===== config.mk =====
export PLATFORM = sky130hd
export DESIGN_NAME = fx_sequencer_flat
export DESIGN_NICKNAME = d
export VERILOG_FILES = /design/src/rtl/fx_pkg.sv /design/src/rtl/fx_sequencer_if.sv /design/src/rtl/fx_next_sel.sv /design/src/rtl/fx_sequencer.sv /design/src/flat_wrapper.sv
export SDC_FILE = /design/constraint.sdc
export NUM_CORES = 1
export LEC_CHECK = 0
export CAP_MARGIN = 20
export CORE_MARGIN = 2
export CORE_UTILIZATION = 35
export CTS_CLUSTER_DIAMETER = 200
export DETAILED_ROUTE_END_ITERATION = 8
export PLACE_DENSITY = 0.77
export SETUP_SLACK_MARGIN = 0.15
export SYNTH_ARGS = -nofsm -noshare
export SYNTH_HDL_FRONTEND = slang
export SYNTH_HIERARCHICAL = 1
export SYNTH_SLANG_ARGS = --single-unit

===== constraint.sdc =====
create_clock -name clk -period 2.35 [get_ports clk]
set_clock_uncertainty 0.15 [all_clocks]
set_input_delay 0.3525 -clock clk [delete_from_list [all_inputs] [get_ports clk]]
set_output_delay 0.3525 -clock clk [all_outputs]
set_load 0.02 [all_outputs]

===== src/rtl/fx_pkg.sv =====
// Shared types and default widths for the effect-chain sequencer.
package fx_pkg;

  localparam int unsigned DATA_WIDTH_DEF = 16;
  localparam int unsigned ADDR_WIDTH_DEF = 13;
  localparam int unsigned NUM_FX_DEF     = 4;

  typedef enum logic [2:0] {
    ST_IDLE   = 3'd0,
    ST_SELECT = 3'd1,
    ST_RUN    = 3'd2,
    ST_WRITE  = 3'd3,
    ST_OUTPUT = 3'd4
  } fx_state_e;

endpackage


===== src/rtl/fx_sequencer_if.sv =====
// Sample, effect-slot and smart_ram signals of the sequencer; master is the sequencer side.
interface fx_sequencer_if import fx_pkg::*; #(
  parameter int unsigned DATA_WIDTH = DATA_WIDTH_DEF,
  parameter int unsigned ADDR_WIDTH = ADDR_WIDTH_DEF,
  parameter int unsigned NUM_FX     = NUM_FX_DEF
);

  logic                         sample_valid;
  logic [DATA_WIDTH-1:0]        sample_in;
  logic [NUM_FX-1:0]            fx_cs;
  logic [NUM_FX-1:0]            fx_done;
  logic [NUM_FX*DATA_WIDTH-1:0] fx_data_out;
  logic [NUM_FX-1:0]            fx_sram_rd;
  logic [NUM_FX*ADDR_WIDTH-1:0] fx_sram_offset;
  logic [NUM_FX-1:0]            fx_my_turn;
  logic [DATA_WIDTH-1:0]        fx_data_in;
  logic [NUM_FX-1:0]            fx_sram_read_finish;
  logic                         sram_rd;
  logic [ADDR_WIDTH-1:0]        sram_offset;
  logic                         sram_read_finish;
  logic                         sram_wr;
  logic [DATA_WIDTH-1:0]        sram_data_out;
  logic                         sram_write_finish;
  logic [DATA_WIDTH-1:0]        sample_out;
  logic                         sample_out_valid;
  logic                         busy;
  logic                         overrun;
  logic [NUM_FX-1:0]            fx_fault;

  modport master (
    input  sample_valid, sample_in, fx_cs, fx_done, fx_data_out, fx_sram_rd,
           fx_sram_offset, sram_read_finish, sram_write_finish,
    output fx_my_turn, fx_data_in, fx_sram_read_finish, sram_rd, sram_offset,
           sram_wr, sram_data_out, sample_out, sample_out_valid, busy, overrun,
           fx_fault
  );

  modport slave (
    output sample_valid, sample_in, fx_cs, fx_done, fx_data_out, fx_sram_rd,
           fx_sram_offset, sram_read_finish, sram_write_finish,
    input  fx_my_turn, fx_data_in, fx_sram_read_finish, sram_rd, sram_offset,
           sram_wr, sram_data_out, sample_out, sample_out_valid, busy, overrun,
           fx_fault
  );

endinterface


===== src/rtl/fx_next_sel.sv =====
// Combinational search for the lowest enabled slot index at or above start.
module fx_next_sel import fx_pkg::*; #(
  parameter int unsigned NUM_FX = NUM_FX_DEF,
  parameter int unsigned IDX_W  = $clog2(NUM_FX + 1)
) (
  input  logic [NUM_FX-1:0] cs,
  input  logic [IDX_W-1:0]  start,
  output logic              found,
  output logic [IDX_W-1:0]  index
);

  // Scan downward so the last hit is the lowest qualifying index.
  always_comb begin
    found = 1'b0;
    index = '0;
    for (int k = int'(NUM_FX) - 1; k >= 0; k--) begin
      if (cs[k] && (IDX_W'(k) >= start)) begin
        found = 1'b1;
        index = IDX_W'(k);
      end
    end
  end

endmodule


===== src/rtl/fx_sequencer.sv =====
// Runs each ADC sample through the enabled effect slots in order, then writes the dry sample
// to the delay line and emits the processed sample. FX_SEQ_TIMEOUT_EN adds a per-turn timeout.
module fx_sequencer import fx_pkg::*; #(
  parameter int unsigned DATA_WIDTH = DATA_WIDTH_DEF,
  parameter int unsigned ADDR_WIDTH = ADDR_WIDTH_DEF,
  parameter int unsigned NUM_FX     = NUM_FX_DEF,
  parameter int unsigned TIMEOUT    = 1023
) (
  input  logic          clk,
  input  logic          rst,
  fx_sequencer_if.master bus
);

  localparam int unsigned IDX_W  = $clog2(NUM_FX + 1);
  localparam int unsigned SLOT_W = (NUM_FX > 1) ? $clog2(NUM_FX) : 1;

  fx_state_e             state_q, state_nxt;
  logic [IDX_W-1:0]      idx_q, idx_nxt;
  logic [SLOT_W-1:0]     slot;
  logic [DATA_WIDTH-1:0] chain_q, chain_nxt;
  logic [DATA_WIDTH-1:0] dry_q, dry_nxt;
  logic [DATA_WIDTH-1:0] out_q, out_nxt;
  logic [NUM_FX-1:0]     turn_q, turn_nxt;
  logic                  wr_q, wr_nxt;
  logic                  out_vld_q, out_vld_nxt;
  logic                  overrun_q, overrun_nxt;
  logic                  busy_q, busy_nxt;
  logic                  sel_found;
  logic [IDX_W-1:0]      sel_idx;
  logic [DATA_WIDTH-1:0] slot_data [NUM_FX];
  logic [ADDR_WIDTH-1:0] slot_off  [NUM_FX];
  logic                  rd_c;
  logic [ADDR_WIDTH-1:0] off_c;
  logic [NUM_FX-1:0]     rfin_c;

`ifdef FX_SEQ_TIMEOUT_EN
  localparam int unsigned CNT_W = $clog2(TIMEOUT + 1);
  logic [CNT_W-1:0]      cnt_q, cnt_nxt;
  logic [NUM_FX-1:0]     fault_q, fault_nxt;
`endif

  assign slot = SLOT_W'(idx_q);

  // Unpack the flat per-slot buses.
  always_comb begin
    for (int k = 0; k < int'(NUM_FX); k++) begin
      slot_data[k] = bus.fx_data_out[k*DATA_WIDTH +: DATA_WIDTH];
      slot_off[k]  = bus.fx_sram_offset[k*ADDR_WIDTH +: ADDR_WIDTH];
    end
  end

  fx_next_sel #(
    .NUM_FX (NUM_FX),
    .IDX_W  (IDX_W)
  ) u_next_sel (
    .cs    (bus.fx_cs),
    .start (idx_q),
    .found (sel_found),
    .index (sel_idx)
  );

  always_ff @(posedge clk or negedge rst) begin
    if (!rst) begin
      state_q   <= ST_IDLE;
      idx_q     <= '0;
      chain_q   <= '0;
      dry_q     <= '0;
      out_q     <= '0;
      turn_q    <= '0;
      wr_q      <= 1'b0;
      out_vld_q <= 1'b0;
      overrun_q <= 1'b0;
      busy_q    <= 1'b0;
`ifdef FX_SEQ_TIMEOUT_EN
      cnt_q     <= '0;
      fault_q   <= '0;
`endif
    end else begin
      state_q   <= state_nxt;
      idx_q     <= idx_nxt;
      chain_q   <= chain_nxt;
      dry_q     <= dry_nxt;
      out_q     <= out_nxt;
      turn_q    <= turn_nxt;
      wr_q      <= wr_nxt;
      out_vld_q <= out_vld_nxt;
      overrun_q <= overrun_nxt;
      busy_q    <= busy_nxt;
`ifdef FX_SEQ_TIMEOUT_EN
      cnt_q     <= cnt_nxt;
      fault_q   <= fault_nxt;
`endif
    end
  end

  always_comb begin
    state_nxt   = state_q;
    idx_nxt     = idx_q;
    chain_nxt   = chain_q;
    dry_nxt     = dry_q;
    out_nxt     = out_q;
    turn_nxt    = turn_q;
    wr_nxt      = wr_q;
    out_vld_nxt = 1'b0;
    // A sample arriving while a previous one is in flight is dropped.
    overrun_nxt = overrun_q | (bus.sample_valid && (state_q != ST_IDLE));
`ifdef FX_SEQ_TIMEOUT_EN
    cnt_nxt     = cnt_q;
    fault_nxt   = fault_q;
`endif
    unique case (state_q)
      ST_IDLE: begin
        if (bus.sample_valid) begin
          chain_nxt = bus.sample_in;
          dry_nxt   = bus.sample_in;
          idx_nxt   = '0;
          state_nxt = ST_SELECT;
        end
      end
      ST_SELECT: begin
        if (sel_found) begin
          idx_nxt   = sel_idx;
          turn_nxt  = NUM_FX'(1) << SLOT_W'(sel_idx);
          state_nxt = ST_RUN;
`ifdef FX_SEQ_TIMEOUT_EN
          cnt_nxt   = '0;
`endif
        end else begin
          wr_nxt    = 1'b1;
          state_nxt = ST_WRITE;
        end
      end
      ST_RUN: begin
        if (bus.fx_done[slot]) begin
          turn_nxt  = '0;
          chain_nxt = slot_data[slot];
          idx_nxt   = idx_q + IDX_W'(1);
          state_nxt = ST_SELECT;
`ifdef FX_SEQ_TIMEOUT_EN
        end else if (cnt_q == CNT_W'(TIMEOUT - 1)) begin
          // Skip the stalled slot; the chain value passes through unchanged.
          fault_nxt[slot] = 1'b1;
          turn_nxt        = '0;
          idx_nxt         = idx_q + IDX_W'(1);
          state_nxt       = ST_SELECT;
        end else begin
          cnt_nxt = cnt_q + CNT_W'(1);
`endif
        end
      end
      ST_WRITE: begin
        if (bus.sram_write_finish) begin
          wr_nxt    = 1'b0;
          state_nxt = ST_OUTPUT;
        end
      end
      ST_OUTPUT: begin
        out_nxt     = chain_q;
        out_vld_nxt = 1'b1;
        state_nxt   = ST_IDLE;
      end
      default: state_nxt = ST_IDLE;
    endcase
    busy_nxt = (state_nxt != ST_IDLE);
  end

  // smart_ram read port belongs to the slot holding the turn, and only during RUN.
  always_comb begin
    rd_c   = 1'b0;
    off_c  = '0;
    rfin_c = '0;
    if (state_q == ST_RUN) begin
      rd_c         = bus.fx_sram_rd[slot];
      off_c        = slot_off[slot];
      rfin_c[slot] = bus.sram_read_finish;
    end
  end

  assign bus.sram_rd             = rd_c;
  assign bus.sram_offset         = off_c;
  assign bus.fx_sram_read_finish = rfin_c;
  assign bus.fx_my_turn          = turn_q;
  assign bus.fx_data_in          = chain_q;
  assign bus.sram_wr             = wr_q;
  assign bus.sram_data_out       = dry_q;
  assign bus.sample_out          = out_q;
  assign bus.sample_out_valid    = out_vld_q;
  assign bus.busy                = busy_q;
  assign bus.overrun             = overrun_q;
`ifdef FX_SEQ_TIMEOUT_EN
  assign bus.fx_fault            = fault_q;
`else
  assign bus.fx_fault            = '0;
`endif

endmodule


===== src/flat_wrapper.sv =====
// flat-port wrapper written by rule: the top's interface ports become plain ports
module fx_sequencer_flat import fx_pkg::*;
#(
  parameter int unsigned DATA_WIDTH = DATA_WIDTH_DEF,
  parameter int unsigned ADDR_WIDTH = ADDR_WIDTH_DEF,
  parameter int unsigned NUM_FX     = NUM_FX_DEF,
  parameter int unsigned TIMEOUT    = 1023
)
  (clk, rst, bus_sample_valid, bus_sample_in, bus_fx_cs, bus_fx_done, bus_fx_data_out, bus_fx_sram_rd, bus_fx_sram_offset, bus_sram_read_finish, bus_sram_write_finish, bus_fx_my_turn, bus_fx_data_in, bus_fx_sram_read_finish, bus_sram_rd, bus_sram_offset, bus_sram_wr, bus_sram_data_out, bus_sample_out, bus_sample_out_valid, bus_busy, bus_overrun, bus_fx_fault);
  fx_sequencer_if #(.DATA_WIDTH(DATA_WIDTH), .ADDR_WIDTH(ADDR_WIDTH), .NUM_FX(NUM_FX)) bus_i ();
  input  logic clk;
  input  logic rst;
  input wire logic [$bits(bus_i.sample_valid)-1:0] bus_sample_valid;
  input wire logic [$bits(bus_i.sample_in)-1:0] bus_sample_in;
  input wire logic [$bits(bus_i.fx_cs)-1:0] bus_fx_cs;
  input wire logic [$bits(bus_i.fx_done)-1:0] bus_fx_done;
  input wire logic [$bits(bus_i.fx_data_out)-1:0] bus_fx_data_out;
  input wire logic [$bits(bus_i.fx_sram_rd)-1:0] bus_fx_sram_rd;
  input wire logic [$bits(bus_i.fx_sram_offset)-1:0] bus_fx_sram_offset;
  input wire logic [$bits(bus_i.sram_read_finish)-1:0] bus_sram_read_finish;
  input wire logic [$bits(bus_i.sram_write_finish)-1:0] bus_sram_write_finish;
  output wire logic [$bits(bus_i.fx_my_turn)-1:0] bus_fx_my_turn;
  output wire logic [$bits(bus_i.fx_data_in)-1:0] bus_fx_data_in;
  output wire logic [$bits(bus_i.fx_sram_read_finish)-1:0] bus_fx_sram_read_finish;
  output wire logic [$bits(bus_i.sram_rd)-1:0] bus_sram_rd;
  output wire logic [$bits(bus_i.sram_offset)-1:0] bus_sram_offset;
  output wire logic [$bits(bus_i.sram_wr)-1:0] bus_sram_wr;
  output wire logic [$bits(bus_i.sram_data_out)-1:0] bus_sram_data_out;
  output wire logic [$bits(bus_i.sample_out)-1:0] bus_sample_out;
  output wire logic [$bits(bus_i.sample_out_valid)-1:0] bus_sample_out_valid;
  output wire logic [$bits(bus_i.busy)-1:0] bus_busy;
  output wire logic [$bits(bus_i.overrun)-1:0] bus_overrun;
  output wire logic [$bits(bus_i.fx_fault)-1:0] bus_fx_fault;
  assign bus_i.sample_valid = bus_sample_valid;
  assign bus_i.sample_in = bus_sample_in;
  assign bus_i.fx_cs = bus_fx_cs;
  assign bus_i.fx_done = bus_fx_done;
  assign bus_i.fx_data_out = bus_fx_data_out;
  assign bus_i.fx_sram_rd = bus_fx_sram_rd;
  assign bus_i.fx_sram_offset = bus_fx_sram_offset;
  assign bus_i.sram_read_finish = bus_sram_read_finish;
  assign bus_i.sram_write_finish = bus_sram_write_finish;
  assign bus_fx_my_turn = bus_i.fx_my_turn;
  assign bus_fx_data_in = bus_i.fx_data_in;
  assign bus_fx_sram_read_finish = bus_i.fx_sram_read_finish;
  assign bus_sram_rd = bus_i.sram_rd;
  assign bus_sram_offset = bus_i.sram_offset;
  assign bus_sram_wr = bus_i.sram_wr;
  assign bus_sram_data_out = bus_i.sram_data_out;
  assign bus_sample_out = bus_i.sample_out;
  assign bus_sample_out_valid = bus_i.sample_out_valid;
  assign bus_busy = bus_i.busy;
  assign bus_overrun = bus_i.overrun;
  assign bus_fx_fault = bus_i.fx_fault;
  fx_sequencer #(.DATA_WIDTH(DATA_WIDTH), .ADDR_WIDTH(ADDR_WIDTH), .NUM_FX(NUM_FX), .TIMEOUT(TIMEOUT)) u_core (.clk(clk), .rst(rst), .bus(bus_i));
endmodule

# == After elaboration in Yosys (flattened, before gate mapping) ==
# Cells that the tools add are included.
# word_totals
elab_cells,91
regBits,62
output_inout_bits,78
# classes
n_shift,1
muxes,42
reduce_logical,18
n_lt_le_gt_ge,7
add_sub_neg,1
n_bitwise,3
eq_ne,9
# op_table
operator,n
16-bit two-way mux,4
13-bit two-way mux,3
16-bit binary-select mux with 2-bit select,1
16-bit case mux with 2 select lines,1
3-bit two-way mux,9
13-bit binary-select mux with 2-bit select,1
1-bit two-way mux,12
4-bit two-way mux,3
3-bit case mux with 4 select lines,1
3-bit case mux with 3 select lines,1
3-bit AND reduction,3
3-bit nonzero test,3
4-bit case mux with 2 select lines,1
"3-bit by 2-bit equality test with 1-bit output, second input constant",2
"1-bit by 3-bit >= comparator with 1-bit output, first input constant",2
"2-bit by 3-bit >= comparator with 1-bit output, first input constant",2
1-bit logical AND,6
"2-bit inequality test, second input constant",3
2-bit nonzero test,3
4-bit AND,1
1-bit binary-select mux with 2-bit select,2
"2-bit by 1-bit inequality test with 1-bit output, second input constant",2
4-bit AND reduction,1
"1-bit by 2-bit << shifter with 4-bit output, first input constant",1
other kinds (13),13

# == Logic depth before layout (Yosys ltp) ==
# depth
word_depth,9
ltp_mapped,7

# == By module ==
# Netlist, hierarchy kept.
# modules_own_cells
mod,cells_each,area_per_inst_um2,n_inst
fx_sequencer,297,3613.5,1
fx_next_sel,13,78.8,1

# == Least setup slack after synthesis ==
# No wires, ideal clock.
# synth_timing
path_type,register to output
start,register u_core.idx_q[0]
end,output bus_sram_offset[0]
path_stages_with_launch,5
required_time_ns,1.847
path_slack_ns,0.260
arrival_ns,1.587
cell_sequence,dfrtp_1 -> buf_6 -> buf_2 -> mux4_2 -> and2_1
# synth_via
elab_chain_len,5
# synth_lines
item,line,text
from (decl),fx_sequencer.sv:18,"logic [IDX_W-1:0] idx_q, idx_nxt;"
from (signal assigned),fx_sequencer.sv:80,idx_q <= idx_nxt;
2-bit NOT with 3-bit output (not written as such),fx_sequencer.sv:174,off_c = slot_off[slot];
13-bit binary-select mux with 2-bit select,fx_sequencer.sv:174,
13-bit two-way mux (not written as such) (2 in a row),fx_sequencer.sv:174,
13-bit two-way mux,fx_sequencer.sv:172,if (state_q == ST_RUN) begin
to (decl),flat_wrapper.sv:26,output wire logic [$bits(bus_i.sram_offset)-1:0] bus_sram_offset;
# Every way passes these cells. The select of a mux whose other input is x is not followed.

# == Worst setup path after layout ==
# layout_timing
start,register u_core.idx_q[0]
end,output bus_sram_offset[5]
# Same word-level chain as after synthesis.

==> results by group <==
Setup path
  – Crit path kind: reg -> out
  – Crit path DAT: 1740 ps
  – Worst EP required: 1850 ps
  – Crit path max-delay family: multiplexers
  – CP max stage cell: mux4_2
  – WP buf/inv: 2
  – Startpoint types: flip-flop
  – Worst path cell trace: buf_12 -> mux4_2 -> and2_1 -> buf_2
  – Worst reg2reg startpoint: u_core/idx_q[0]$_DFFE_PN0P_
  – Worst setup EP type: output port
  – CP peak stage delay: 490 ps
  – Worst Setup SP: u_core/idx_q[0]$_DFFE_PN0P_
  – Critical Path Fanout Max: 10

Clocking
  – CTS tree: done
  – Sink Count: 62
  – Clk root buf: clkbuf_8
  – Clk_lat worst skew: 330 ps
  – CTS Buf Count: 9
  – Clk slew on worst S/H paths: 70 ps
  – CTS H-tree lvls: 3
  – Max clock buf depth: 2

Cells and area
  – Ant. Diodes: 0
  – Layout net count: 698
  – FILL cells: 889
  – Register area: 1550 sq um
  – Layout cells sized above 1: 0.260
  – Area delta synth->final: 72.8%
  – Area taken by multi-input logic gates: 1980 sq um

Status
  – Run status: finished, final reports clean

Placed design
  – Detail Placement HPWL: 9.73 mm
  – I/O Buffers: 222
  – Dpl ws: -161 ps
  – Placer congestion estimate: 0.826

Global routing
  – Vias in the first global route: 3639
  – First-pass GRT wire length: 18.7 mm
  – Total gr overflow: 0
  – Initial antenna violation count: 0
  – Largest net degree at the start of global routing: 34
  – GR Util All Layers: 0.213

STA
  – Fin worst setup slack: 109 ps
  – Tcrit/Tclk final: 0.954
  – Pins over their slew limit: 0
  – Fin. Hold Viols: 0
  – Slew @ Worst Pin: 726 ps
  – Setup_tns: 0 ps
  – RSZ-0062 raised after global routing: true
  – Final setup vio count: 0
  – Slew headroom: 0.516
  – Crit path time final: 2240 ps
  – Peak Freq: 0.446 GHz

Yosys
  – Post-synth EDFFs: 0
  – Synth area leaders: dfrtp_1 42%, mux4_2 19%, mux2_2 9.8%
  – Top cell type's share of synthesized area: 0.420
  – Syn. warnings: 6
  – Sequential share of the synthesized area: 0.420
  – Async set-reset flop share out of synthesis: 1.00
  – Avg Inst Size Synth: 11.9 sq um
  – Cell variety after synth: 39
  – Synthesized cell area: 3690 sq um
  – Synth area leader: dfrtp_1
  – Synthesized flop and latch total: 62
  – Cell count after synthesis: 310
  – Top_reg_cell synth: dfrtp_1

Drt
  – Drt pass-1 iters: 4
  – Drt total wl: 12.2 mm
  – Vias: 3417
  – Vias/cell: 4.98
  – DRC: 0
  – Post-route antenna net violation count: 0
  – WL/cell: 17.8 microns
  – DRT iter0 DRCs: 145

Run
  – Max-cap check violation count: 0

Power
  – Pwr/cell area: 1170 nW/um^2
  – P_leak: 2.62 nW
  – Worst vdd ir: 0.541 mV

Floorplanning
  – Die Wd: 107 microns
  – Initial core utilization: 0.359
  – Die height: 107 microns
  – Core Area: 10300 sq um
  – Die area: 11400 sq um
  – Row cnt: 37
  – I/O pin count: 227

Hold path
  – Hold_sp: u_core/bus.overrun$_DFF_PN0_
  – Worst Hold Class: reg -> reg
-- path summary, 6_finish.rpt --
path / endpoint / slack (ps) / cells past startpoint
max: bus_sram_offset[5] / 110 / 4
min: u_core/bus.overrun$_DFF_PN0_ / 340 / 1
max reg2reg: u_core/idx_q[1]$_DFFE_PN0P_ / 200 / 9
min reg2reg: u_core/bus.overrun$_DFF_PN0_ / 340 / 1
max in group asynchronous: u_core/idx_q[0]$_DFFE_PN0P_ / 940 / 3
min in group asynchronous: u_core/bus.sram_data_out[8]$_DFFE_PN0P_ / 450 / 2
-- flip-flops by register name, summed over array words and instances (netlist names) --
signal / flops
u_core/bus.sample_out: 16
u_core/state_q: 3
u_core/bus.sample_out_valid: 1
u_core/bus.sram_wr: 1
u_core/bus.sram_data_out: 16
u_core/idx_q: 3
u_core/bus.overrun: 1
u_core/bus.busy: 1
u_core/bus.fx_data_in: 16
u_core/bus.fx_my_turn: 4
-- power breakdown --
group	total [W]	switching, W	leakage [nW]	internal (W)
logic	0.00473	0.00224	1.80	0.00249
clock network	0.000825	0.000442	0.0894	0.000384
registers	0.00191	0.000327	0.730	0.00158
-- what timing repair did --
action | in CTS | in global routing
hold buffers | 1 | 0
pin swaps | 6 | 4
resized for setup | 93 | 9
cloned | 1 | 0
setup endpoints to repair | 38 | 31
buffers inserted | 6 | 3
endpoints found under the hold margin | 29 | 0
-- Yosys cell counts (all sizes together), types with 3 or more instances --
| library cell | instances |
|---|---|
| buf | 22 |
| clkbuf | 6 |
| mux2 | 32 |
| and3 | 4 |
| mux4 | 31 |
| nand2 | 45 |
| o31ai | 3 |
| nand2b | 3 |
| nor2b | 3 |
| nor2 | 22 |
| inv | 7 |
| o32ai | 4 |
| nor3 | 3 |
| a31oi | 17 |
| a21o | 4 |
| a21oi | 3 |
| and2 | 15 |
| ha | 4 |
| dfrtp | 62 |
-- through the flow --
stage	util	hold slack, ps	std cells	total power, W	cell area [sq um]
after floorplan	-	-93.1	313	0.00451	3700
after global placement	0.592	279	659	0.00632	6080
after detailed placement	0.592	286	659	0.00643	6080
after CTS	0.616	352	683	0.00745	6330
after global routing	0.621	378	686	0.00791	6380
final	0.621	344	686	0.00746	6380
-- cell type report --
| class | count | share of cell area |
|---|---|---|
| tap | 136 | 0.0267 |
| sequential | 62 | 0.243 |
| clock buffer | 9 | 0.0194 |
| clock inverter | 7 | 0.00765 |
| multi-input combinational | 216 | 0.311 |
| timing repair buffer | 249 | 0.388 |
| inverter | 7 | 0.00412 |
-- logic make-up after synthesis --
| kind of cell | count (synthesis) | share of synthesized area |
|---|---|---|
| AO/OA/AOI/OAI | 40 | 0.0759 |
| other | 2 | 0.00203 |
| multiplexers | 65 | 0.292 |
| adder cells (fa/ha/maj) | 4 | 0.0136 |
| AND/OR/NAND/NOR | 102 | 0.140 |
| flip-flops | 62 | 0.420 |
| buffers and inverters | 35 | 0.0563 |
-- routing by layer --
metal | share of wire | GRT usage | vias to the layer above | wire length, microns
met1 | 0.37 | 0.240 | 1650 | 4520
met3 | 0.056 | 0.0426 | 18 | 682
met4 | 0.021 | 0.0844 | 0 | 258
met5 | 0 | 0 | - | 0
met2 | 0.55 | 0.394 | 151 | 6730
li1 | - | - | 1598 | -
-- worst reg2reg max path, stage by stage (launching register included) --
cell      delay (ps)
dfrtp_2          450
buf_4            160
buf_12           130
a21bo_1          180
a21o_1           190
nor2b_2          160
inv_2             60
or3_1            340
a21boi_1         160
a221o_1          120
-- cells in the final DEF, fill, tap and decap left out, drive strengths merged, types with 2 or more instances in the layout --
cell type / instances
a221o: 2
conb: 5
and3: 4
nor3b: 2
or3: 2
a31oi: 17
and2: 15
nor2b: 3
o21ai: 2
clkdlybuf4s50: 203
buf: 43
mux2: 32
ha: 4
o31ai: 3
nand2: 45
a21oi: 3
o32ai: 4
nor3: 3
clkinv: 5
a21o: 4
nor2: 22
dfrtp: 62
inv: 8
nand2b: 3
mux2i: 2
mux4: 31
clkbuf: 9
Power figures use the tool's default switching activity.
